### src/rtl/pwm_pkg.sv
// pwm_pkg: shared mode encodings and duty-slice indexing for the PWM block
package pwm_pkg;
   localparam logic MODE_EDGE   = 1'b0;
   localparam logic MODE_CENTER = 1'b1;
   function automatic int duty_lsb(input int k, input int counter_bits);
      return k * (counter_bits + 1);
   endfunction
endpackage

### src/rtl/pwm_prescaler.sv
// pwm_prescaler: divides clk into one tick every final_value+1 clocks
module pwm_prescaler #(
   parameter int TIMER_BITS = 16
) (
   input  logic                  clk,
   input  logic                  reset_n,
   input  logic                  enable,
   input  logic [TIMER_BITS-1:0] final_value,
   output logic                  tick
);
   logic [TIMER_BITS-1:0] cnt_q, cnt_d;
   // a lowered terminal count below the current value is only met after the count wraps
   always_comb begin
      tick  = enable && (cnt_q == final_value);
      cnt_d = (!enable || tick) ? '0 : cnt_q + 1'b1;
   end
   // prescaler count register
   always_ff @(posedge clk or negedge reset_n) begin
      if (!reset_n) cnt_q <= '0;
      else          cnt_q <= cnt_d;
   end
endmodule

### src/rtl/pwm_multi_channel.sv
// pwm_multi_channel: N-channel PWM with shared edge/center counter and shadowed duties
module pwm_multi_channel
   import pwm_pkg::*;
#(
   parameter int CHANNELS     = 4,
   parameter int COUNTER_BITS = 8,
   parameter int TIMER_BITS   = 16
) (
   input  logic                                 clk,
   input  logic                                 reset_n,
   input  logic                                 enable,
   input  logic [TIMER_BITS-1:0]                final_value,
   input  logic                                 center_mode,
   input  logic [CHANNELS*(COUNTER_BITS+1)-1:0] duty_cycle,
   input  logic [CHANNELS-1:0]                  duty_load,
   input  logic [CHANNELS-1:0]                  polarity,
   output logic [CHANNELS-1:0]                  pwm_out,
   output logic                                 period_start
);
   localparam int DW = COUNTER_BITS + 1;
   localparam logic [COUNTER_BITS-1:0] CNT_MAX = '1;
   localparam logic [COUNTER_BITS-1:0] CNT_ONE = 1;

   logic                    tick, bnd;
   logic [COUNTER_BITS-1:0] cnt_q, cnt_d;
   logic                    dir_down_q, dir_down_d;
   logic                    mode_q, mode_d;
   logic                    period_start_q, period_start_d;
   logic [CHANNELS-1:0]     raw, pwm_q, pwm_d;

   pwm_prescaler #(.TIMER_BITS(TIMER_BITS)) u_prescaler (
      .clk         (clk),
      .reset_n     (reset_n),
      .enable      (enable),
      .final_value (final_value),
      .tick        (tick)
   );

   // counter walk; bnd flags the tick that lands on 0 by wrap or by down-count
   always_comb begin
      cnt_d      = cnt_q;
      dir_down_d = dir_down_q;
      bnd        = 1'b0;
      if (!enable) begin
         cnt_d      = '0;
         dir_down_d = 1'b0;
      end else if (tick) begin
         if (mode_q == MODE_EDGE) begin
            cnt_d      = cnt_q + 1'b1;
            dir_down_d = 1'b0;
            bnd        = (cnt_q == CNT_MAX);
         end else if (!dir_down_q) begin
            cnt_d      = (cnt_q == CNT_MAX) ? cnt_q - 1'b1 : cnt_q + 1'b1;
            dir_down_d = (cnt_q == CNT_MAX);
         end else begin
            cnt_d      = cnt_q - 1'b1;
            bnd        = (cnt_q == CNT_ONE);
            dir_down_d = (cnt_q != CNT_ONE);
         end
      end
      mode_d         = (!enable || bnd) ? center_mode : mode_q;
      period_start_d = bnd;
      pwm_d          = enable ? (raw ^ polarity) : polarity;
   end

   // shared counter, mode shadow and registered outputs
   always_ff @(posedge clk or negedge reset_n) begin
      if (!reset_n) begin
         cnt_q          <= '0;
         dir_down_q     <= 1'b0;
         mode_q         <= MODE_EDGE;
         period_start_q <= 1'b0;
         pwm_q          <= '0;
      end else begin
         cnt_q          <= cnt_d;
         dir_down_q     <= dir_down_d;
         mode_q         <= mode_d;
         period_start_q <= period_start_d;
         pwm_q          <= pwm_d;
      end
   end

   for (genvar k = 0; k < CHANNELS; k++) begin : g_ch
      localparam int LSB = duty_lsb(k, COUNTER_BITS);
      logic [DW-1:0] pend_q, pend_d, act_q, act_d;
      // a load on the boundary (or while idle) goes straight through to the active duty
      always_comb begin
         pend_d = duty_load[k] ? duty_cycle[LSB +: DW] : pend_q;
         act_d  = (!enable || bnd) ? pend_d : act_q;
      end
      // pending and active duty registers
      always_ff @(posedge clk or negedge reset_n) begin
         if (!reset_n) begin
            pend_q <= '0;
            act_q  <= '0;
         end else begin
            pend_q <= pend_d;
            act_q  <= act_d;
         end
      end
      assign raw[k] = {1'b0, cnt_q} < act_q;
   end

   assign pwm_out      = pwm_q;
   assign period_start = period_start_q;
endmodule
### config.mk
export PLATFORM = sky130hd
export DESIGN_NAME = pwm_multi_channel
export DESIGN_NICKNAME = d
export VERILOG_FILES = /design/src/rtl/pwm_pkg.sv /design/src/rtl/pwm_prescaler.sv /design/src/rtl/pwm_multi_channel.sv
export SDC_FILE = /design/constraint.sdc
export NUM_CORES = 1
export LEC_CHECK = 0
export CELL_PAD_IN_SITES_DETAIL_PLACEMENT = 0
export CELL_PAD_IN_SITES_GLOBAL_PLACEMENT = 1
export CORE_ASPECT_RATIO = 0.8
export CORE_MARGIN = 1
export CORE_UTILIZATION = 48
export CTS_CLUSTER_DIAMETER = 80
export DETAILED_ROUTE_END_ITERATION = 16
export HOLD_SLACK_MARGIN = 0.03
export MAX_ROUTING_LAYER = met4
export PLACE_DENSITY_LB_ADDON = 0.1
export RECOVER_POWER = 25
export SLEW_MARGIN = 20
export SYNTH_ARGS = -nofsm -noshare
export SYNTH_HDL_FRONTEND = slang
export SYNTH_SLANG_ARGS = --single-unit
### constraint.sdc
create_clock -name clk -period 4.1 [get_ports clk]
set_input_delay 0.82 -clock clk [delete_from_list [all_inputs] [get_ports clk]]
set_output_delay 0.82 -clock clk [all_outputs]
set_load 0.02 [all_outputs]
==> results.toml <==
[floorplan]
coreArea_um2 = 10400
die_height_um = 94.7
total_die_area_um2 = 11200
rows = 33
initial_utilization_pct = 49.8
floorplan.io_pins = 69
floorplan.die.width_um = 118

[clock_network]
cts_tree = "done"
cts_root_buffer = "sky130_fd_sc_hd__clkbuf_16"
clkSinkCount = 103
cts_buffer_depth = 2
ctsResizeCount = 0
clkSlewWorstSetupHoldPaths_ns = 0.07
h-tree-depth = 3
worst_skew_pair.late_latency_ns = 0.34
cts.repair_timing.setup_buffer_count = 0
tritoncts.num_buffers = 9
cts_hold_buffers = 0

[synth]
library_cell_with_the_highest_instance_count_after_synthesis = "sky130_fd_sc_hd__dfrtp_1"
synth_enable_flop_cells = 0
yosys.area_share.simple_pct = 10.1
synth.avg_cell_area_um2 = 11.9
yosys_most_used_dff = "sky130_fd_sc_hd__dfrtp_1"
synth.top_cells.by_count = "sky130_fd_sc_hd__dfrtp_1, sky130_fd_sc_hd__mux2_2, sky130_fd_sc_hd__ha_1, sky130_fd_sc_hd__inv_1, sky130_fd_sc_hd__nor2_1"
yosys.area_share.xor_xnor_pct = 6.11
compound_cell_area_share_of_the_yosys_netlist_pct = 5.24
synth-seq-area-share_pct = 49.9
synth_cell_type_count = 45
post_synth_main_area_contributors = "sky130_fd_sc_hd__dfrtp_1, sky130_fd_sc_hd__mux2_2, sky130_fd_sc_hd__ha_1, sky130_fd_sc_hd__xor2_1, sky130_fd_sc_hd__inv_1"
post_synth_mux_area_share_pct = 17.1
ys_seq_elements = 103
synthAdderAreaFrac_pct = 7.76
synth.top_cell.area_share_pct = 49.9
synthesis.instances = 433
synth-warning-count = 0
synthesis.nets = 529
netlist.top_cell.by_area = "sky130_fd_sc_hd__dfrtp_1"
postSynth.asyncResetShare_pct = 100
synth_top_family_by_area = "multiplexers"
syn_area_um2 = 5160

[sta]
transition_time_at_the_pin_with_the_least_slew_margin_ns = 2.04
rsz0062_at_grt = "no"
finalCriticalPeriod_ns = 2.81
report.final.setup_viol = 0
drv_slew = 85
timing_hold_violations_final = 0
maxSlewHeadroom_pct = -35.8
timing.clock.skew_ns = 0.00689
fmax_mhz = 356
final_min_period_over_clock_period_pct = 68.6
fin_tns_setup_ns = 0

[final_layout]
area.growth.synth_to_final_pct = 21.1
num_antenna_cells = 0
finish.instance_area_um2 = 6250
layout_cells_sized_above_1_pct = 19.3
n_fill_cell = 887
num-nets-final = 600

[status]
run_status = "finished, violations left"
failing_checks = "capacitance limit, slew limit"

[worst_setup_path]
crit_slowest_cell = "sky130_fd_sc_hd__buf_4"
timing.rr.start = "cnt_q[2]"
arrival_time_at_the_worst_endpoint_ns = 3.03
reg2reg_slack_ns = 1.51
worst_flop_to_flop_path_endpoint = "g_ch[1].act_q[5]"
timing.critical_path.from_type = "input port"
cp-end-kind = "flop"
worst_ep_required_time_ns = 4.32
critical_path_peak_fanout = 37
critical_path.cell_chain = "clkdlybuf4s50_1, xor2_1, nor4_1, nand4_2, o21ai_4, buf_4, mux2_2"
timing_worst_setup_path_type = "input port to flop"
rr_worst_depth = 6
critPathMaxStageDelay_ns = 0.45

[global_routing]
wire_length_of_the_first_global_routing_pass_mm = 16.3
grt_pass1_vias = 3355
pin_count_of_the_biggest_net_entering_global_routing = 85
grt_antenna_before_repair = 0
grtUsageTotal_pct = 19.4
global_route_overflow = 0

[power]
power-per-cell-area_nw_per_um2 = 361
worst_ir_drop_vdd_v = 0.000193
p_leak_nw = 2.81

[drt]
drt.antenna.violating_nets = 0
postRouteWirelength_mm = 9.37
post_drt_wl_per_cell_um = 14.4
vias = 3339
viasPerCell = 5.14
route.detailed.drc = 0
drt_iter0_drc = 117
drtPass1Iterations = 4

[worst_hold_path]
worstHoldPathCells = 1
holdCritStartpoint = "g_ch[3].pend_q[3]"
hold_path.class = "flop to flop"
worst_hold_path.endpoint = "g_ch[3].pend_q[3]"

[placed_design]
gp_congestion = 0.794
placement.cell_area_um2 = 5980
io_buffer_count = 68
dp_hpwl_mm = 6.66

[flow_run]
maxCapViolations = 1
## where the power goes
part	internal (mW)	total [mW]	switching (mW)
sequential	1.11	1.15	0.0409
combinational	0.180	0.316	0.136
clock	0.416	0.786	0.371
total	1.71	2.26	0.548
## cell type report
class	instances	area (um^2)	area share (%)
flip-flops and latches	103	2580	41.2
repair buffers	72	706	11.3
well taps	140	175	2.80
inverters	33	124	1.98
clock inverters	6	46.3	0.741
multi-input cells	285	2390	38.3
clock buffers	10	229	3.66
## sequential cells by signal (all words and copies together), names as in the netlist
register / cells
cnt_q: 8
dir_down_q: 1
g_ch.act_q: 36
g_ch.pend_q: 36
mode_q: 1
period_start: 1
pwm_out: 4
u_prescaler.cnt_q: 16
## worst max-delay path: cells and delay by family
family / cells / cell delay [ns]
simple gates: 2 / 0.56
compound gates: 1 / 0.17
xor+xnor: 1 / 0.18
buf+inv: 2 / 0.89
mux: 1 / 0.40
## through the flow
step / hold slack (ns) / utilization, % / total power [mW] / setup WS, ns / cells
3_5_place_dp: 0.484 / 57.7 / 1.50 / 0.922 / 633
6_report: 0.498 / 60.3 / 2.26 / 1.29 / 649
5_1_grt: 0.506 / 60.3 / 2.38 / 1.16 / 649
3_3_place_gp: 0.478 / 57.7 / 1.48 / 0.950 / 633
2_1_floorplan: 0.458 / - / 1.35 / 1.60 / 433
4_1_cts: 0.500 / 60.3 / 2.30 / 1.29 / 649
## layer usage
layer	up-vias	track usage (%)	wire length, um
met1	1626	24.7	4560
li1	1645	-	-
met5	-	-	0
met3	8	4.53	363
met2	60	30.9	4340
met4	0	5.88	99
## how the worst max path moves through the flow
stage,from,slack [ns],end,depth (start not counted)
final,final_value[5],1.29,g_ch[1].act_q[5],7
after global routing,final_value[13],1.16,g_ch[3].act_q[7],7
after CTS,final_value[5],1.29,g_ch[1].act_q[5],7
after detailed placement,final_value[10],0.92,g_ch[3].act_q[2],7
after global placement,final_value[1],0.95,g_ch[1].act_q[0],7
after floorplan,final_value[10],1.60,g_ch[1].act_q[2],6
## cells in the final DEF (no fill, tap or decap), drive strengths merged, types with 4 or more instances in the layout
cell type / synthesis / layout
buf: 4 / 4
nor4: 6 / 6
o21ai: 5 / 5
xor2: 26 / 26
nand4: 5 / 5
nor2: 29 / 29
mux2: 74 / 74
ha: 32 / 32
mux2i: 5 / 5
xnor2: 10 / 10
nand2b: 8 / 8
nand3: 15 / 15
a21o: 5 / 5
and4: 4 / 4
inv: 32 / 33
clkdlybuf4s50: 0 / 67
nand2: 16 / 16
dfrtp: 103 / 103
clkinv: 1 / 5
a21oi: 14 / 14
clkbuf: 8 / 11
## kinds of logic (layout without fill, tap and decap cells)
kind of cell               count (synthesis)  in the layout
AOI/OAI and AO/OA                         40             40
adders and majority gates                 32             32
muxes                                     79             79
DFF                                      103            103
and+or+nand+nor                           98             98
buffers and inverters                     45            121
xor gates and xnor gates                  36             36
Power figures use the tool's default switching activity.
